[src/rtl/segment_pkg.sv]
// rtl/segment_pkg.sv - glyph table, FSM states and strobe helpers shared by segment_readback
package segment_pkg;

  localparam int NUM_DIGITS = 4;

  // Active-low glyphs (bit6=g .. bit0=a), listed F down to 0 so GLYPH_TABLE[i] draws digit i
  localparam logic [15:0][6:0] GLYPH_TABLE = {
    7'b0001110, 7'b0000110, 7'b0100001, 7'b1000110,
    7'b0000011, 7'b0001000, 7'b0011000, 7'b0000000,
    7'b1111000, 7'b0000010, 7'b0010010, 7'b0011001,
    7'b0110000, 7'b0100100, 7'b1111001, 7'b1000000
  };

  typedef enum logic [1:0] {
    ST_IDLE,
    ST_SETTLE,
    ST_CAPTURE,
    ST_HOLD
  } state_t;

  function automatic logic strobe_valid(input logic [3:0] dig_n);
    return $countones(~dig_n) == 1;
  endfunction

  function automatic logic [1:0] strobe_index(input logic [3:0] dig_n);
    case (dig_n)
      4'b1110: return 2'd0;
      4'b1101: return 2'd1;
      4'b1011: return 2'd2;
      4'b0111: return 2'd3;
      default: return 2'd0;
    endcase
  endfunction

endpackage

[src/rtl/seg_to_hex.sv]
// rtl/seg_to_hex.sv - reverse glyph lookup: active-low segment pattern to hex nibble
module seg_to_hex
  import segment_pkg::*;
(
  input  logic [6:0] seg,
  output logic [3:0] nibble,
  output logic       illegal
);

  // Glyphs are unique, so at most one entry can match
  always_comb begin
    nibble  = 4'h0;
    illegal = 1'b1;
    for (int i = 0; i < 16; i++) begin
      if (seg == GLYPH_TABLE[i]) begin
        nibble  = 4'(i);
        illegal = 1'b0;
      end
    end
  end

endmodule

[src/rtl/segment_readback.sv]
// rtl/segment_readback.sv - rebuilds the 16-bit word from the scanned 4-digit display bus
// Optional SEGMENT_READBACK_COMPARE_EN adds an expected-word compare with a mismatch flag.
module segment_readback
  import segment_pkg::*;
#(
  parameter int SETTLE  = 4,
  parameter int TIMEOUT = 4096
) (
  input  logic        clock,
  input  logic        reset_n,
  input  logic [6:0]  seg_in,
  input  logic [3:0]  dig_n,
  output logic [15:0] word_out,
  output logic        word_err,
  output logic        word_valid,
  input  logic        word_ready,
  output logic        timeout_err
`ifdef SEGMENT_READBACK_COMPARE_EN
  ,
  input  logic [15:0] expect_word,
  input  logic [15:0] compare_mask,
  output logic        mismatch
`endif
);

  localparam int         TW          = $clog2(TIMEOUT);
  localparam logic [7:0] SETTLE_LAST = 8'(SETTLE - 1);
  localparam logic [TW-1:0] TMO_LAST = TW'(TIMEOUT - 1);

  state_t                    state_q, state_d;
  logic [3:0]                cur_dig_q, cur_dig_d;
  logic [7:0]                settle_cnt_q, settle_cnt_d;
  logic [NUM_DIGITS-1:0]     seen_q, seen_cap;
  logic [4*NUM_DIGITS-1:0]   nibs_q, nibs_cap;
  logic                      err_acc_q, err_cap;
  logic [TW-1:0]             tmo_cnt_q;
  logic                      capture, strobe_ok;
  logic [1:0]                cap_idx;
  logic [3:0]                dec_nibble;
  logic                      dec_illegal;
  logic                      complete, accept, frame_part, tmo_hit;

  seg_to_hex u_seg_to_hex (
    .seg     (seg_in),
    .nibble  (dec_nibble),
    .illegal (dec_illegal)
  );

  assign strobe_ok = strobe_valid(dig_n);
  assign cap_idx   = strobe_index(cur_dig_q);

  // HOLD and SETTLE both react to a strobe change by restarting on the new digit
  always_comb begin
    state_d      = state_q;
    cur_dig_d    = cur_dig_q;
    settle_cnt_d = settle_cnt_q;
    capture      = 1'b0;
    case (state_q)
      ST_IDLE: begin
        if (strobe_ok) begin
          state_d      = ST_SETTLE;
          cur_dig_d    = dig_n;
          settle_cnt_d = '0;
        end
      end
      ST_SETTLE, ST_HOLD: begin
        if (dig_n != cur_dig_q) begin
          if (strobe_ok) begin
            state_d      = ST_SETTLE;
            cur_dig_d    = dig_n;
            settle_cnt_d = '0;
          end else begin
            state_d = ST_IDLE;
          end
        end else if (state_q == ST_SETTLE) begin
          if (settle_cnt_q == SETTLE_LAST) state_d = ST_CAPTURE;
          else                             settle_cnt_d = settle_cnt_q + 8'd1;
        end
      end
      ST_CAPTURE: begin
        capture = 1'b1;
        state_d = ST_HOLD;
      end
      default: state_d = ST_IDLE;
    endcase
  end

  always_comb begin
    seen_cap = seen_q;
    nibs_cap = nibs_q;
    err_cap  = err_acc_q;
    if (capture) begin
      seen_cap[cap_idx]                = 1'b1;
      nibs_cap[{cap_idx, 2'b00} +: 4]  = dec_nibble;
      err_cap                          = err_acc_q | dec_illegal;
    end
  end

  // Completion looks at the post-capture view so the word appears one clock after CAPTURE
  assign complete   = (seen_cap == '1) && !word_valid;
  assign accept     = word_valid && word_ready;
  assign frame_part = (seen_q != '0) && (seen_q != '1);
  assign tmo_hit    = frame_part && (tmo_cnt_q == TMO_LAST) && !complete;

  always_ff @(posedge clock or negedge reset_n) begin
    if (!reset_n) begin
      state_q      <= ST_IDLE;
      cur_dig_q    <= 4'hF;
      settle_cnt_q <= '0;
      seen_q       <= '0;
      nibs_q       <= '0;
      err_acc_q    <= 1'b0;
      tmo_cnt_q    <= '0;
      word_out     <= '0;
      word_err     <= 1'b0;
      word_valid   <= 1'b0;
      timeout_err  <= 1'b0;
    end else begin
      state_q      <= state_d;
      cur_dig_q    <= cur_dig_d;
      settle_cnt_q <= settle_cnt_d;
      nibs_q       <= nibs_cap;
      timeout_err  <= 1'b0;
      if (accept) word_valid <= 1'b0;
      if (complete) begin
        word_out   <= nibs_cap;
        word_err   <= err_cap;
        word_valid <= 1'b1;
        seen_q     <= '0;
        err_acc_q  <= 1'b0;
        tmo_cnt_q  <= '0;
      end else if (tmo_hit) begin
        seen_q      <= '0;
        err_acc_q   <= 1'b0;
        tmo_cnt_q   <= '0;
        timeout_err <= 1'b1;
      end else begin
        seen_q    <= seen_cap;
        err_acc_q <= err_cap;
        tmo_cnt_q <= frame_part ? tmo_cnt_q + 1'b1 : '0;
      end
    end
  end

`ifdef SEGMENT_READBACK_COMPARE_EN
  always_ff @(posedge clock or negedge reset_n) begin
    if (!reset_n) begin
      mismatch <= 1'b0;
    end else if (complete) begin
      mismatch <= (|((nibs_cap ^ expect_word) & compare_mask)) | err_cap;
    end else if (accept) begin
      mismatch <= 1'b0;
    end
  end
`endif

endmodule

[config.mk]
export PLATFORM = sky130hd
export DESIGN_NAME = segment_readback
export DESIGN_NICKNAME = d
export VERILOG_FILES = /design/src/rtl/segment_pkg.sv /design/src/rtl/seg_to_hex.sv /design/src/rtl/segment_readback.sv
export SDC_FILE = /design/constraint.sdc
export NUM_CORES = 1
export LEC_CHECK = 0
export ABC_AREA = 1
export ABC_CLOCK_PERIOD_IN_PS = 2610
export BUFFER_PORTS_ARGS = -buffer_cell sky130_fd_sc_hd__buf_2
export CAP_MARGIN = 40
export CORE_ASPECT_RATIO = 0.7
export CORE_MARGIN = 8
export CORE_UTILIZATION = 50
export CTS_CLUSTER_DIAMETER = 30
export DETAILED_ROUTE_END_ITERATION = 12
export PLACE_DENSITY = 0.72
export SLEW_MARGIN = 20
export SYNTH_ARGS = -nofsm -noshare
export SYNTH_HDL_FRONTEND = slang
export SYNTH_SLANG_ARGS = --single-unit
[constraint.sdc]
create_clock -name clock -period 2.61 [get_ports clock]
set_clock_uncertainty 0.1 [all_clocks]
set_input_delay 0.261 -clock clock [delete_from_list [all_inputs] [get_ports clock]]
set_output_delay 0.261 -clock clock [all_outputs]
set_load 0.02 [all_outputs]
==> impl_metrics.ini, run 1 <==
[status]
status = finished clean

[placed_design]
routabilityCongestion = 0.913
dpl_cell_area_um2 = 3900
post-dp-hpwl_um = 5630
port_buffers = 32

[worst_setup_path]
start_kind = flip-flop
end_kind = flip-flop
r2r_slack_ns = 0.17
path_class = flip-flop to flip-flop
slowest_stage = dfstp_2
r2r_end = tmo_cnt_q[5]$_DFF_PN0_
crit_path_max_incr_delay_ns = 0.56
cp_num_buf_inv = 4
r2r_start = cur_dig_q[1]$_DFFE_PN1P_
crit_fanout = 7
cp.required_ns = 2.75
reg2reg_depth = 15
path_delay_family = simple AND/OR/NAND/NOR gates
crit_chain = nand2_1 > nor3b_1 > nor2_1 > buf_4 > ha_1 > a21oi_1 > nor3_4 > nand3_4 > inv_4 > nor2_4 > nand3_4 > nand2_4 > inv_2 > nand2_1 > inv_1
arrival_ns = 2.57

[route]
drc = 0
wirelength_um = 7400
via_count = 2985
dr.first_iter.drc_count = 209
viasPerCell = 5.11
antenna_left = 0
avgRoutedWirePerCell_um = 12.7
drt-pass1-iter-count = 5

[timing]
setup_viol = 0
fin_setup_tns_ns = 0
hold_ws_ns = 0.114
fmax_mhz = 410
tightest_slew_ns = 0.630
maxSlewViolCount = 0
hold_viol = 0
post-route-period-util = 0.933
fin_crit_ns = 2.44
grt_setup_unrepaired = no
relSlewSlack = 0.580

[cells_and_area]
final_cell_area_um2 = 4160
syn2layout_area_growth_pct = 16.0
diodes = 0
drive_gt1_frac = 0.188
utilization = 0.608
nNetsFinal = 511

[logic_synthesis]
yosysMostFrequentCell = nand2_1
synth-main-ff-cell = dfrtp_1
yosys_warnings = 0
synth_cell_types = 42
synth_top_area_cell = dfrtp_1
async_flop_share = 1.00
synth_seq_cells = 66
yosys-top-cells-area = dfrtp_1, nand2_1, nor2_1
syn_nets = 461
syn_area_um2 = 3590
seq_area_frac_synth = 0.462
postSynthAreaPerCell_um2 = 8.25
syn_inst = 435
synth_edf_count = 0
synth_top_cell_area_share = 0.433
netlist_top_cells_count = nand2_1, dfrtp_1, nor2_1, inv_1, o21ai_0

[floorplan]
rows = 25
core-area_um2 = 6850
initial_core_util = 0.524
die_y_um = 86.9
die_x_um = 117
io_pins = 33
dieArea_um2 = 10200

[power_and_ir_drop]
seq_power_share = 0.453
netSwitchingFraction = 0.277
combPwrFrac = 0.166
power.density_nw_per_um2 = 622
vdd_ir_drop_max_v = 0.000357
power_frac_clock = 0.382
leakage_nw = 2.00
power_mw = 2.59
switching_power_mw = 0.716
p_int_mw = 1.87

[global_route]
overflow = 0
grt_pass1_wl_um = 13100
grt_max_degree = 41
grt.total_usage = 0.161
antenna_found_initial = 0
grt_pass1_vias = 2884

[worst_hold_path]
holdPathEnd = cur_dig_q[2]$_DFFE_PN1P_
hold_path_class = input pin to flip-flop
min_from = dig_n[2]
hold_path_depth = 3

[clock_network]
tritoncts = built
h-tree-depth = 3
cts_buffers = 9
cts.clk_slew.worst_paths_ns = 0.07
clock_sinks = 66
clockBufferDepth = 2
cts-root-buf = clkbuf_8
clkLatencyLatePin_ns = 0.34

[run]
drv_cap = 0
==> routing by layer <==
metal,vias up,track usage,share of wire
met3,8,0.0443,0.072
met4,0,0.0579,0.011
met1,1375,0.217,0.50
li1,1506,-,-
met5,-,0,0
met2,96,0.239,0.42
==> flip-flops by register name, indices dropped and copies added, names as in the netlist, 2 cells and up <==
| name | cells |
|---|---|
| seen_q | 4 |
| settle_cnt_q | 8 |
| cur_dig_q | 4 |
| nibs_q | 16 |
| tmo_cnt_q | 12 |
| word_out | 16 |
| state_q | 2 |
==> repair_timing <==
| item | 4_1_cts | 5_1_grt |
|---|---|---|
| buffers inserted | 0 | 0 |
| endpoints found under the setup margin | 0 | 7 |
| gates resized for setup | 0 | 2 |
| hold buffers | 2 | 0 |
| hold endpoints to repair | 27 | 0 |
==> cells by family after synthesis <==
group,Yosys count,share of synthesized area
simple gates,229,0.295
flops,66,0.462
buf+inv,62,0.0767
compound gates,53,0.0893
fa+ha+maj,12,0.0439
xor+xnor,11,0.0269
mux,2,0.00628
==> power groups by stage <==
stage	sequential, mW	clock (mW)	combinational [mW]
finish	1.17	0.988	0.429
CTS	1.17	1.01	0.426
floorplan	1.15	0	0.312
global placement	1.19	0	0.408
detailed placement	1.19	0	0.421
global route	1.18	1.05	0.487
==> stage by stage <==
step	setup slack, ns	instances
2_1_floorplan	0.0307	435
3_3_place_gp	0.0974	566
3_5_place_dp	0.0428	566
4_1_cts	0.106	584
5_1_grt	0.0185	584
6_report	0.174	584
==> worst max path at each step <==
| stage | cells after the start | endpoint | slack, ns | start |
|---|---|---|---|---|
| after floorplan | 16 | tmo_cnt_q[1]$_DFF_PN0_ | 0.03 | cur_dig_q[1]$_DFFE_PN1P_ |
| after global placement | 11 | state_q[0]$_DFFE_PN0P_ | 0.1 | dig_n[0] |
| after detailed placement | 11 | state_q[0]$_DFFE_PN0P_ | 0.04 | dig_n[0] |
| after CTS | 16 | tmo_cnt_q[5]$_DFF_PN0_ | 0.11 | cur_dig_q[1]$_DFFE_PN1P_ |
| after global routing | 15 | tmo_cnt_q[0]$_DFF_PN0_ | 0.02 | cur_dig_q[3]$_DFFE_PN1P_ |
| final | 15 | tmo_cnt_q[5]$_DFF_PN0_ | 0.17 | cur_dig_q[1]$_DFFE_PN1P_ |
==> placed cells by master, fill, tap and decap left out, types with 2 or more instances in the layout <==
cell type,count
o31ai_1,2
xor2_1,7
nand3_4,2
bufinv_16,2
nor3_2,5
nand2_1,120
nand2_4,2
inv_4,2
clkbuf_8,12
dfrtp_1,62
nor2_1,53
o21ai_0,23
nor3_1,7
mux2_2,2
nor2_4,2
buf_2,32
buf_4,8
dlygate4sd3_1,2
ha_1,11
nor4_1,2
nand3_1,13
inv_1,52
a31oi_2,3
dfstp_2,4
xnor2_1,4
inv_2,3
nand4_1,12
a21oi_1,9
nor2_2,4
a31oi_1,10
==> final cells by class <==
type	count	area (µm²)
fillers	585	2690
repair buffers	44	272
well taps	94	118
clock inverters	4	72.6
multi-input cells	307	1660
clock buffers	12	165
inverters	57	219
flip-flops and latches	66	1660
==> worst register-to-register path: stages, from the launching register on <==
cell	delay (ns)
dfstp_2	0.56
nand2_1	0.08
nor3b_1	0.18
nor2_1	0.12
buf_4	0.16
ha_1	0.18
a21oi_1	0.28
nor3_4	0.07
nand3_4	0.08
inv_4	0.05
nor2_4	0.10
nand3_4	0.10
nand2_4	0.13
inv_2	0.06
nand2_1	0.05
inv_1	0.04
Note: power is estimated with default switching activity, not from simulation.
==> run 2: changes to the inputs <==
ABC_AREA = unset   (was 1)
CORE_ASPECT_RATIO = unset   (was 0.7)
SYNTH_HIERARCHICAL = 1   (was unset)
==> run 2 against run 1 <==
Net effect:
- non-clock buffer count up 2
- critical path type unchanged
- final cell count down 24%
- sequential share of layout area up 1.7 points
==> impl_metrics.ini, run 2 <==
[logic_synthesis]
syn_area_um2 = 3400
synth_seq_cells = 66
synth-main-ff-cell = dfrtp_1
synth_top_area_cell = dfrtp_1
synth_edf_count = 0
syn_nets = 341
yosys-top-cells-area = dfrtp_1, mux2_2, a22o_1
seq_area_frac_synth = 0.487
async_flop_share = 1.00
synth_top_cell_area_share = 0.457
syn_inst = 315
synth_cell_types = 56
postSynthAreaPerCell_um2 = 10.8
netlist_top_cells_count = dfrtp_1, nor2_1, mux2_2, nand2_1, a22o_1
yosys_warnings = 6
yosysMostFrequentCell = dfrtp_1

[worst_setup_path]
cp.required_ns = 2.73
end_kind = flip-flop
start_kind = flip-flop
path_class = flip-flop to flip-flop
crit_fanout = 13
arrival_ns = 2.58
r2r_slack_ns = 0.15

[clock_network]
cts_buffers = 9
cts-root-buf = clkbuf_8
clock_sinks = 66
cts.repair_timing.setup_buffer_count = 0
cts.clk_slew.worst_paths_ns = 0.07
clockBufferDepth = 2
tritoncts = built
clkLatencyLatePin_ns = 0.33
h-tree-depth = 3

[power_and_ir_drop]
vdd_ir_drop_max_v = 0.000606
leakage_nw = 1.94
p_int_mw = 2.14
combPwrFrac = 0.220
power_frac_clock = 0.357
netSwitchingFraction = 0.283
seq_power_share = 0.423
power.density_nw_per_um2 = 748
switching_power_mw = 0.846

[timing]
hold_viol = 0
fin_crit_ns = 2.46
post-route-period-util = 0.944
grt_setup_unrepaired = no
fin_setup_tns_ns = 0
fin_ws_ns = 0.146
relSlewSlack = 0.591
maxSlewViolCount = 0
tightest_slew_ns = 0.608
fmax_mhz = 406
setup_viol = 0

[cells_and_area]
fill_cells = 565
drive_gt1_frac = 0.268
seq_area_um2 = 1660
syn2layout_area_growth_pct = 17.5
diodes = 0
nNetsFinal = 386
layout_commonest_cell = dfrtp_1
final_cell_mix = dfrtp_1, buf_2, nor2_1, mux2_2, nand2_1
multi_input_area_um2 = 1640
top_regs = nibs_q (16), word_out (16), tmo_cnt_q (12)

[floorplan]
rows = 30
io_pins = 33
die_x_um = 98.4
core-area_um2 = 6680
initial_core_util = 0.509
die_y_um = 98.4
dieArea_um2 = 9690

[status]
status = finished clean

[global_route]
grt_pass1_wl_um = 11600
grt.total_usage = 0.145
grt_pass1_vias = 2537
overflow = 0
grt_max_degree = 42
antenna_found_initial = 0

[route]
via_count = 2537
drc = 0
wirelength_um = 6640
drt-pass1-iter-count = 4
antenna_left = 0
dr.first_iter.drc_count = 84
avgRoutedWirePerCell_um = 14.9
viasPerCell = 5.70

[run]
drv_cap = 0

[worst_hold_path]
hold_path_class = input pin to flip-flop

[placed_design]
dp_slack_ns = -0.0902
routabilityCongestion = 0.879
post-dp-hpwl_um = 4770
port_buffers = 32
[run 2: cell types whose count changed in the layout (fill, tap and decap cells not counted), sizes merged, moves of 9 or more]
cell | previous run | this run
inv | 57 | 13
nor2 | 60 | 27
a31oi | 13 | 4
a22o | 0 | 17
mux2 | 2 | 20
nand2 | 123 | 18
o21ai | 24 | 7
[run 2: layout make-up]
| class | count | share of cell area |
|---|---|---|
| clock buffers | 12 | 0.0389 |
| clock inverters | 4 | 0.0248 |
| inverters | 13 | 0.0122 |
| multi-input cells | 224 | 0.410 |
| flip-flops and latches | 66 | 0.415 |
| well taps | 80 | 0.0251 |
| repair buffers | 46 | 0.0740 |
[run 2: path summary, 6_finish.rpt]
path	startpoint	end	cells after the start
max in group asynchronous	reset_n	tmo_cnt_q[9]$_DFF_PN0_	3
max	cur_dig_q[3]$_DFFE_PN1P_	word_out[3]$_DFFE_PN0N_	9
min in group asynchronous	reset_n	word_out[5]$_DFFE_PN0N_	2
min reg2reg	err_acc_q$_DFF_PN0_	err_acc_q$_DFF_PN0_	2
min	dig_n[2]	cur_dig_q[2]$_DFFE_PN1P_	3
max reg2reg	cur_dig_q[3]$_DFFE_PN1P_	word_out[3]$_DFFE_PN0N_	9
[run 2: worst max-delay path, stage by stage (launching register included)]
cell and delay (ns):
dfstp_2 0.58, xor2_1 0.15, nand3_1 0.18, inv_1 0.17, ha_1 0.21, o22ai_1 0.09
nor3_2 0.23, o21ai_4 0.16, buf_12 0.18, mux2_2 0.27
[run 2: per-layer routing]
metal / share of wire / up-vias / GRT usage / routed length [µm]
met4: 0.0078 / 0 / 0.0614 / 52
met3: 0.043 / 4 / 0.0465 / 283
met1: 0.50 / 1253 / 0.192 / 3340
met5: 0 / - / 0 / 0
met2: 0.45 / 52 / 0.211 / 2960
li1: - / 1228 / - / -
[run 2: logic make-up (layout without fill, tap and decap cells)]
| group | count (synthesis) | count (layout) | synth area share |
|---|---|---|---|
| and+or+nand+nor | 111 | 111 | 0.178 |
| DFF | 66 | 66 | 0.487 |
| AOI/OAI and AO/OA | 60 | 60 | 0.127 |
| buffers and inverters | 25 | 75 | 0.0376 |
| muxes | 24 | 24 | 0.0792 |
| xor gates and xnor gates | 17 | 17 | 0.0438 |
| adders and majority gates | 12 | 12 | 0.0464 |
[run 2: per-stage QoR]
stage	cell area [µm²]	instances	util	total power, mW	hold slack [ns]
3_5_place_dp	3700	427	0.554	1.94	0.207
2_1_floorplan	3400	315	-	1.76	-0.135
6_report	3990	445	0.598	2.99	0.129
3_3_place_gp	3700	427	0.554	1.91	0.195
5_1_grt	3990	445	0.598	3.16	0.120
4_1_cts	3980	445	0.595	3.01	0.103
[run 2: power by group through the flow]
stage          Clock (mW)  Combinational, mW  Sequential, mW
2_1_floorplan           0              0.492            1.26
3_3_place_gp            0              0.633            1.28
3_5_place_dp            0              0.654            1.28
4_1_cts              1.09              0.661            1.26
5_1_grt              1.14              0.751            1.28
6_report             1.07              0.657            1.26
[run 2: timing repair]
item                                    4_1_cts  5_1_grt
endpoints found under the hold margin        22        0
hold buffers                                  2        0
endpoints found under the setup margin        0       23
resized for setup                             0        4
